`src/rtl/multi_echo_ranger.sv`:
```
// multi_echo_ranger: round-robin trigger/echo ranging engine for CH ultrasonic sensors.
// Optional build macro ECHO_DEGLITCH_EN adds a 3-cycle stability filter per echo input.
module multi_echo_ranger #(
  parameter  int CH         = 4,
  parameter  int CNT_W      = 16,
  parameter  int TRIG_US    = 10,
  parameter  int TIMEOUT_US = 30000,
  parameter  int GAP_US     = 60000,
  localparam int CH_W       = (CH > 1) ? $clog2(CH) : 1
) (
  input  logic             clk_sys,
  input  logic             rst,
  input  logic             pluse_us,
  input  logic             fire,
  input  logic             cont_mode,
  input  logic [CH-1:0]    echo,
  output logic [CH-1:0]    trig,
  output logic             busy,
  output logic             res_vld,
  output logic [CH_W-1:0]  res_ch,
  output logic [CNT_W-1:0] res_data,
  output logic             res_err,
  output logic             done
);

  typedef enum logic [2:0] {
    S_IDLE,
    S_TRIG,
    S_WAIT_RISE,
    S_MEASURE,
    S_GAP
  } state_t;

  localparam logic [CNT_W-1:0] TRIG_LAST = CNT_W'(TRIG_US - 1);
  localparam logic [CNT_W-1:0] TMO_LAST  = CNT_W'(TIMEOUT_US - 1);
  localparam logic [CNT_W-1:0] GAP_LAST  = CNT_W'(GAP_US - 1);
  localparam logic [CH_W-1:0]  CH_LAST   = CH_W'(CH - 1);

  logic [CH-1:0] sync1_q, sync2_q, lvl, lvl_prev_q;

  // NOTE: sequential state uses non-blocking assignments so every flop samples pre-edge values.
  always_ff @(posedge clk_sys or posedge rst) begin
    if (rst) begin
      sync1_q <= '0;
      sync2_q <= '0;
    end else begin
      sync1_q <= echo;
      sync2_q <= sync1_q;
    end
  end

`ifdef ECHO_DEGLITCH_EN
  logic [CH-1:0] filt_q;
  logic [1:0]    stab_q [CH];

  // A level is accepted only after it has differed from the filtered value for 3 cycles.
  always_ff @(posedge clk_sys or posedge rst) begin
    if (rst) begin
      filt_q <= '0;
      // NOTE: this small counter array is reset like any register; it steers the filter output.
      for (int i = 0; i < CH; i++) stab_q[i] <= 2'd0;
    end else begin
      for (int i = 0; i < CH; i++) begin
        if (sync2_q[i] == filt_q[i]) begin
          stab_q[i] <= 2'd0;
        end else if (stab_q[i] == 2'd2) begin
          filt_q[i] <= sync2_q[i];
          stab_q[i] <= 2'd0;
        end else begin
          stab_q[i] <= stab_q[i] + 2'd1;
        end
      end
    end
  end

  assign lvl = filt_q;
`else
  assign lvl = sync2_q;
`endif

  always_ff @(posedge clk_sys or posedge rst) begin
    if (rst) lvl_prev_q <= '0;
    else     lvl_prev_q <= lvl;
  end

  state_t            state_q, state_d;
  logic [CH_W-1:0]   ch_q, ch_d;
  logic [CNT_W-1:0]  cnt_q, cnt_d, cnt_inc;
  logic              res_vld_q, res_vld_d;
  logic [CH_W-1:0]   res_ch_q, res_ch_d;
  logic [CNT_W-1:0]  res_data_q, res_data_d;
  logic              res_err_q, res_err_d;
  logic              done_q, done_d;
  logic              lvl_ch, rise_ch, fall_ch;

  assign lvl_ch  = lvl[ch_q];
  assign rise_ch = lvl_ch & ~lvl_prev_q[ch_q];
  assign fall_ch = ~lvl_ch & lvl_prev_q[ch_q];
  assign cnt_inc = (cnt_q == '1) ? cnt_q : cnt_q + 1'b1;

  always_comb begin
    // NOTE: every output of this block gets a default first, so no path can infer a latch.
    state_d    = state_q;
    ch_d       = ch_q;
    cnt_d      = cnt_q;
    res_vld_d  = 1'b0;
    res_ch_d   = res_ch_q;
    res_data_d = res_data_q;
    res_err_d  = res_err_q;
    done_d     = 1'b0;

    unique case (state_q)
      S_IDLE: begin
        // done_q marks the IDLE-return cycle, during which the engine still reports busy.
        if (fire && !done_q) begin
          state_d = S_TRIG;
          ch_d    = '0;
          cnt_d   = '0;
        end
      end
      S_TRIG: begin
        if (pluse_us) begin
          if (cnt_q == TRIG_LAST) begin
            state_d = S_WAIT_RISE;
            cnt_d   = '0;
          end else begin
            cnt_d = cnt_inc;
          end
        end
      end
      S_WAIT_RISE: begin
        if (rise_ch) begin
          state_d = S_MEASURE;
          cnt_d   = '0;
        end else if (pluse_us) begin
          if (cnt_q == TMO_LAST) begin
            res_vld_d  = 1'b1;
            res_ch_d   = ch_q;
            res_data_d = '1;
            res_err_d  = 1'b1;
            state_d    = S_GAP;
            cnt_d      = '0;
          end else begin
            cnt_d = cnt_inc;
          end
        end
      end
      S_MEASURE: begin
        if (fall_ch) begin
          res_vld_d  = 1'b1;
          res_ch_d   = ch_q;
          res_data_d = cnt_q;
          res_err_d  = 1'b0;
          state_d    = S_GAP;
          cnt_d      = '0;
        end else if (pluse_us && lvl_ch) begin
          if (cnt_q == TMO_LAST) begin
            res_vld_d  = 1'b1;
            res_ch_d   = ch_q;
            res_data_d = '1;
            res_err_d  = 1'b1;
            state_d    = S_GAP;
            cnt_d      = '0;
          end else begin
            cnt_d = cnt_inc;
          end
        end
      end
      S_GAP: begin
        if (pluse_us) begin
          if (cnt_q == GAP_LAST) begin
            cnt_d = '0;
            if (ch_q != CH_LAST) begin
              ch_d    = ch_q + 1'b1;
              state_d = S_TRIG;
            end else begin
              done_d  = 1'b1;
              ch_d    = '0;
              state_d = cont_mode ? S_TRIG : S_IDLE;
            end
          end else begin
            cnt_d = cnt_inc;
          end
        end
      end
      default: state_d = S_IDLE;
    endcase
  end

  always_ff @(posedge clk_sys or posedge rst) begin
    if (rst) begin
      state_q    <= S_IDLE;
      ch_q       <= '0;
      cnt_q      <= '0;
      res_vld_q  <= 1'b0;
      res_ch_q   <= '0;
      res_data_q <= '0;
      res_err_q  <= 1'b0;
      done_q     <= 1'b0;
    end else begin
      state_q    <= state_d;
      ch_q       <= ch_d;
      cnt_q      <= cnt_d;
      res_vld_q  <= res_vld_d;
      res_ch_q   <= res_ch_d;
      res_data_q <= res_data_d;
      res_err_q  <= res_err_d;
      done_q     <= done_d;
    end
  end

  // Decoded from registers only, so an asynchronous reset drops the trigger at once.
  always_comb begin
    trig = '0;
    if (state_q == S_TRIG) trig[ch_q] = 1'b1;
  end

  assign busy     = (state_q != S_IDLE) | done_q;
  assign res_vld  = res_vld_q;
  assign res_ch   = res_ch_q;
  assign res_data = res_data_q;
  assign res_err  = res_err_q;
  assign done     = done_q;

endmodule

```
`config.mk`:
```
export PLATFORM = sky130hd
export DESIGN_NAME = multi_echo_ranger
export DESIGN_NICKNAME = d
export VERILOG_FILES = /design/src/rtl/multi_echo_ranger.sv
export SDC_FILE = /design/constraint.sdc
export NUM_CORES = 1
export LEC_CHECK = 0
export CAP_MARGIN = 25
export CORE_MARGIN = 8
export CORE_UTILIZATION = 40
export CTS_BUF_LIST = sky130_fd_sc_hd__clkbuf_8
export DETAILED_ROUTE_END_ITERATION = 10
export PLACE_DENSITY = 0.7
export SLEW_MARGIN = 20
export SYNTH_ARGS = -nofsm -noshare
export SYNTH_HDL_FRONTEND = slang
export SYNTH_SLANG_ARGS = --single-unit
```
`constraint.sdc`:
```
create_clock -name clk_sys -period 2.4 [get_ports clk_sys]
set_input_delay 0.36 -clock clk_sys [delete_from_list [all_inputs] [get_ports clk_sys]]
set_output_delay 0.36 -clock clk_sys [all_outputs]
set_load 0.03 [all_outputs]
```
==> results of run 1 <==
## per-stage QoR
stage	hold WS [ns]	cell area, um^2
after floorplan	0.331	2830
after global placement	0.333	3530
after CTS	0.357	3610
after detailed placement	0.335	3530
final	0.355	3720
after global routing	0.368	3720
## per-layer routing
layer / GRT usage (%) / wire, um
met4: 8.37 / 263
met1: 19.9 / 3420
met2: 23.7 / 3490
met3: 2.77 / 440
met5: 0 / 0
## kinds of logic (layout without fill, tap and decap cells)
| group | count (synthesis) | after routing | share of synthesized area, % |
|---|---|---|---|
| AOI/OAI and AO/OA | 65 | 66 | 17.4 |
| xor gates and xnor gates | 3 | 3 | 0.928 |
| adders and majority gates | 6 | 6 | 2.65 |
| buffers and inverters | 27 | 94 | 4.68 |
| DFF | 54 | 54 | 47.7 |
| muxes | 11 | 11 | 5.08 |
| and+or+nand+nor | 107 | 107 | 21.5 |
## synth_stat cells, drive strengths merged, types with 6 or more instances
master,number
o22a,14
or3,11
clkbuf,10
nor3,7
o21ai,11
mux2,7
ha,6
inv,9
buf,8
nor4,7
nand3,12
nand4,7
nand2,20
a21oi,9
nor2,14
dfrtp,54
## worst max-delay path by stage
stage | slack, ns | startpoint | cells past startpoint | end
after CTS | 0.0009 | ch_q[0] | 7 | cnt_q[1]
after global routing | -0.06 | ch_q[0] | 7 | cnt_q[1]
after global placement | -0.17 | pluse_us | 8 | cnt_q[9]
final | 0.02 | ch_q[0] | 7 | cnt_q[1]
after detailed placement | -0.22 | pluse_us | 7 | cnt_q[11]
after floorplan | 0.01 | ch_q[0] | 8 | cnt_q[1]
## cell usage in the layout, fill, tap and decap left out, drive strengths merged, types with 7 or more instances in the layout
| cell type | n |
|---|---|
| nand3 | 12 |
| buf | 44 |
| nor2 | 14 |
| o21ai | 11 |
| nand2 | 20 |
| nor4 | 7 |
| mux2 | 7 |
| nor3 | 7 |
| or3 | 11 |
| a21oi | 9 |
| dfrtp | 54 |
| o22a | 14 |
| clkdlybuf4s50 | 29 |
| nand4 | 7 |
| inv | 10 |
## flip-flops by register name, summed over array words and instances, names as in the netlist, 2 cells and up
register,flops
ch_q,2
cnt_q,16
lvl,4
lvl_prev_q,4
res_ch,2
res_data,16
state_q,3
sync1_q,4
## worst max-delay path: stages, from the launching register on
cell,delay (ns)
dfrtp_2,0.42
mux4_2,0.53
nor2b_4,0.15
or3_4,0.36
o211ai_1,0.24
buf_4,0.23
mux2_4,0.30
nor2_2,0.10
## power breakdown
| part | internal (mW) | switching [mW] |
|---|---|---|
| clock network | 0.203 | 0.307 |
| registers | 1.10 | 0.122 |
| logic | 0.790 | 1.02 |
## layout make-up
cell class              count  area [um^2]  area share [%]
well taps                  96          120            3.22
clock buffers               5         68.8            1.85
inverters                   9         33.8           0.907
repair buffers             78          704            18.9
flip-flops and latches     54         1350            36.3
multi-input cells         193         1430            38.4
clock inverters             2         13.8           0.369
## what timing repair did
action	4_1_cts	5_1_grt
setup buffers	0	3
gates resized for setup	5	20
cloned	0	1
endpoints found under the setup margin	14	21
endpoints found under the hold margin	0	0
pin swaps	1	2
==> run_results.csv, run 1 <==
group,metric,value,unit
power_and_ir_drop,power.total,3.55,mW
timing,finalHoldViolations,0,
setup_path,timing.rr.start,"ch_q[0]",
floorplan,dieArea,10000,um^2
grt,overflow,0,
layout,layout-drive-gt1-share,25.2,%
floorplan,core,6830,um^2
hold_path,hp-class,"reg -> reg",
detailed_routing,vias_per_cell,5.74,
power_and_ir_drop,ir_drop,0.655,mV
grt,grt_usage,15.4,%
detailed_routing,drc,0,
synthesis,synthDistinctLibCells,57,
detailed_routing,via_count,2507,
clock_tree,clock-root-buffer,"clkbuf_8",
placed_design,placedCellCount,426,
synthesis,synth_async_sr_flop_share,100,%
setup_path,path_max_fanout,7,
setup_path,setup.worst_path.start_class,"flop",
grt,grt_max_degree,32,
timing,slew_headroom,65.0,%
floorplan,initial_core_util,41.5,%
detailed_routing,ant_nets,0,
grt,grt_pass1_vias,2532,
synthesis,avgSynthCellArea,10.4,um^2
synthesis,synth_edf_count,0,
clock_tree,hold_buffers,0,
clock_tree,cts_buffer_depth,2,
detailed_routing,dr.pass1.iters,5,
timing,rsz0062_at_grt,"yes",
power_and_ir_drop,leakage,1.57,nW
setup_path,crit_arrival,2.64,ns
synthesis,synthFlopType,"dfrtp_1",
setup_path,r2r_end,"cnt_q[1]",
timing,fin_ws,0.0175,ns
placed_design,io_buffer_count,34,
timing,max_freq,420,MHz
setup_path,reg2reg_depth,7,
detailed_routing,drt_iter0_drc,262,
grt,antenna_found_initial,0,
synthesis,synth_area_leader_cell,"dfrtp_1",
floorplan,ioPinCount,35,
timing,min_period_over_period,99.3,%
synthesis,netlist_top_cells_area,"dfrtp_1 48%, o22a_1 4.3%, mux2_2 2.8%",
setup_path,criticalPathCategory,"reg -> reg",
synthesis,yosys_warnings,0,
clock_tree,path_clk_slew,0.10,ns
detailed_routing,wl_per_cell,17.4,um
synthesis,netlist_instances,273,
synthesis,ys_seq_elements,54,
clock_tree,cts_max_level,2,
clock_tree,cts_buffers,5,
hold_path,holdPathEnd,"lvl[0]",
placed_design,hpwlAfterDp,5.54,mm
layout,fillers,628,
grt,grt_pass1_wl,12.4,mm
clock_tree,clk_latency,0.31,ns
setup_path,reg2reg_setup_slack,0.02,ns
layout,fin_util,54.5,%
floorplan,die_w,100,um
layout,diodes,0,
synthesis,syn_area,2830,um^2
timing,worstMarginPinSlew,0.524,ns
setup_path,worst_ep_required_time,2.66,ns
synthesis,yosysSeqAreaShare,47.7,%
hold_path,min-delay-start,"sync1_q[0]",
power_and_ir_drop,cellPowerDensity,952,nW/um^2
placed_design,pre_cts_ws,-0.218,ns
hold_path,hold_depth,0,
timing,tns,0,ns
synthesis,yosysTopAreaCellShare,47.7,%
layout,fin_nets,356,
placed_design,gp_congestion,0.917,
timing,finalCriticalPeriod,2.38,ns
floorplan,rows,30,
detailed_routing,wl,7.61,mm
timing,setup_viol,0,
clock_tree,clkSinkCount,54,
layout,area.growth.synth_to_final,31.5,%
setup_path,critPathCaptureType,"flop",
floorplan,dieHeight,100,um
synthesis,syn_nets,288,
run,max_cap_viol_count,0,
layout,final-instance-count-excl-fill,437,
timing,slew_violations,0,
run_status,outcome,"completed",
clock_tree,cts_tree,"built",
timing,clock_skew,0.00970,ns
No activity file was read; power rests on OpenSTA's default activity.
==> inputs of run 2 (changes only) <==
CAP_MARGIN = 20   (was 25)
==> results of run 2 <==
The final DEF is identical to that of run 1; final timing and power are the same.
==> inputs of run 3 (changes only) <==
CTS_CLUSTER_SIZE = 10   (was default)
==> results of run 3 <==
The final DEF is identical to that of run 1; final timing and power are the same.
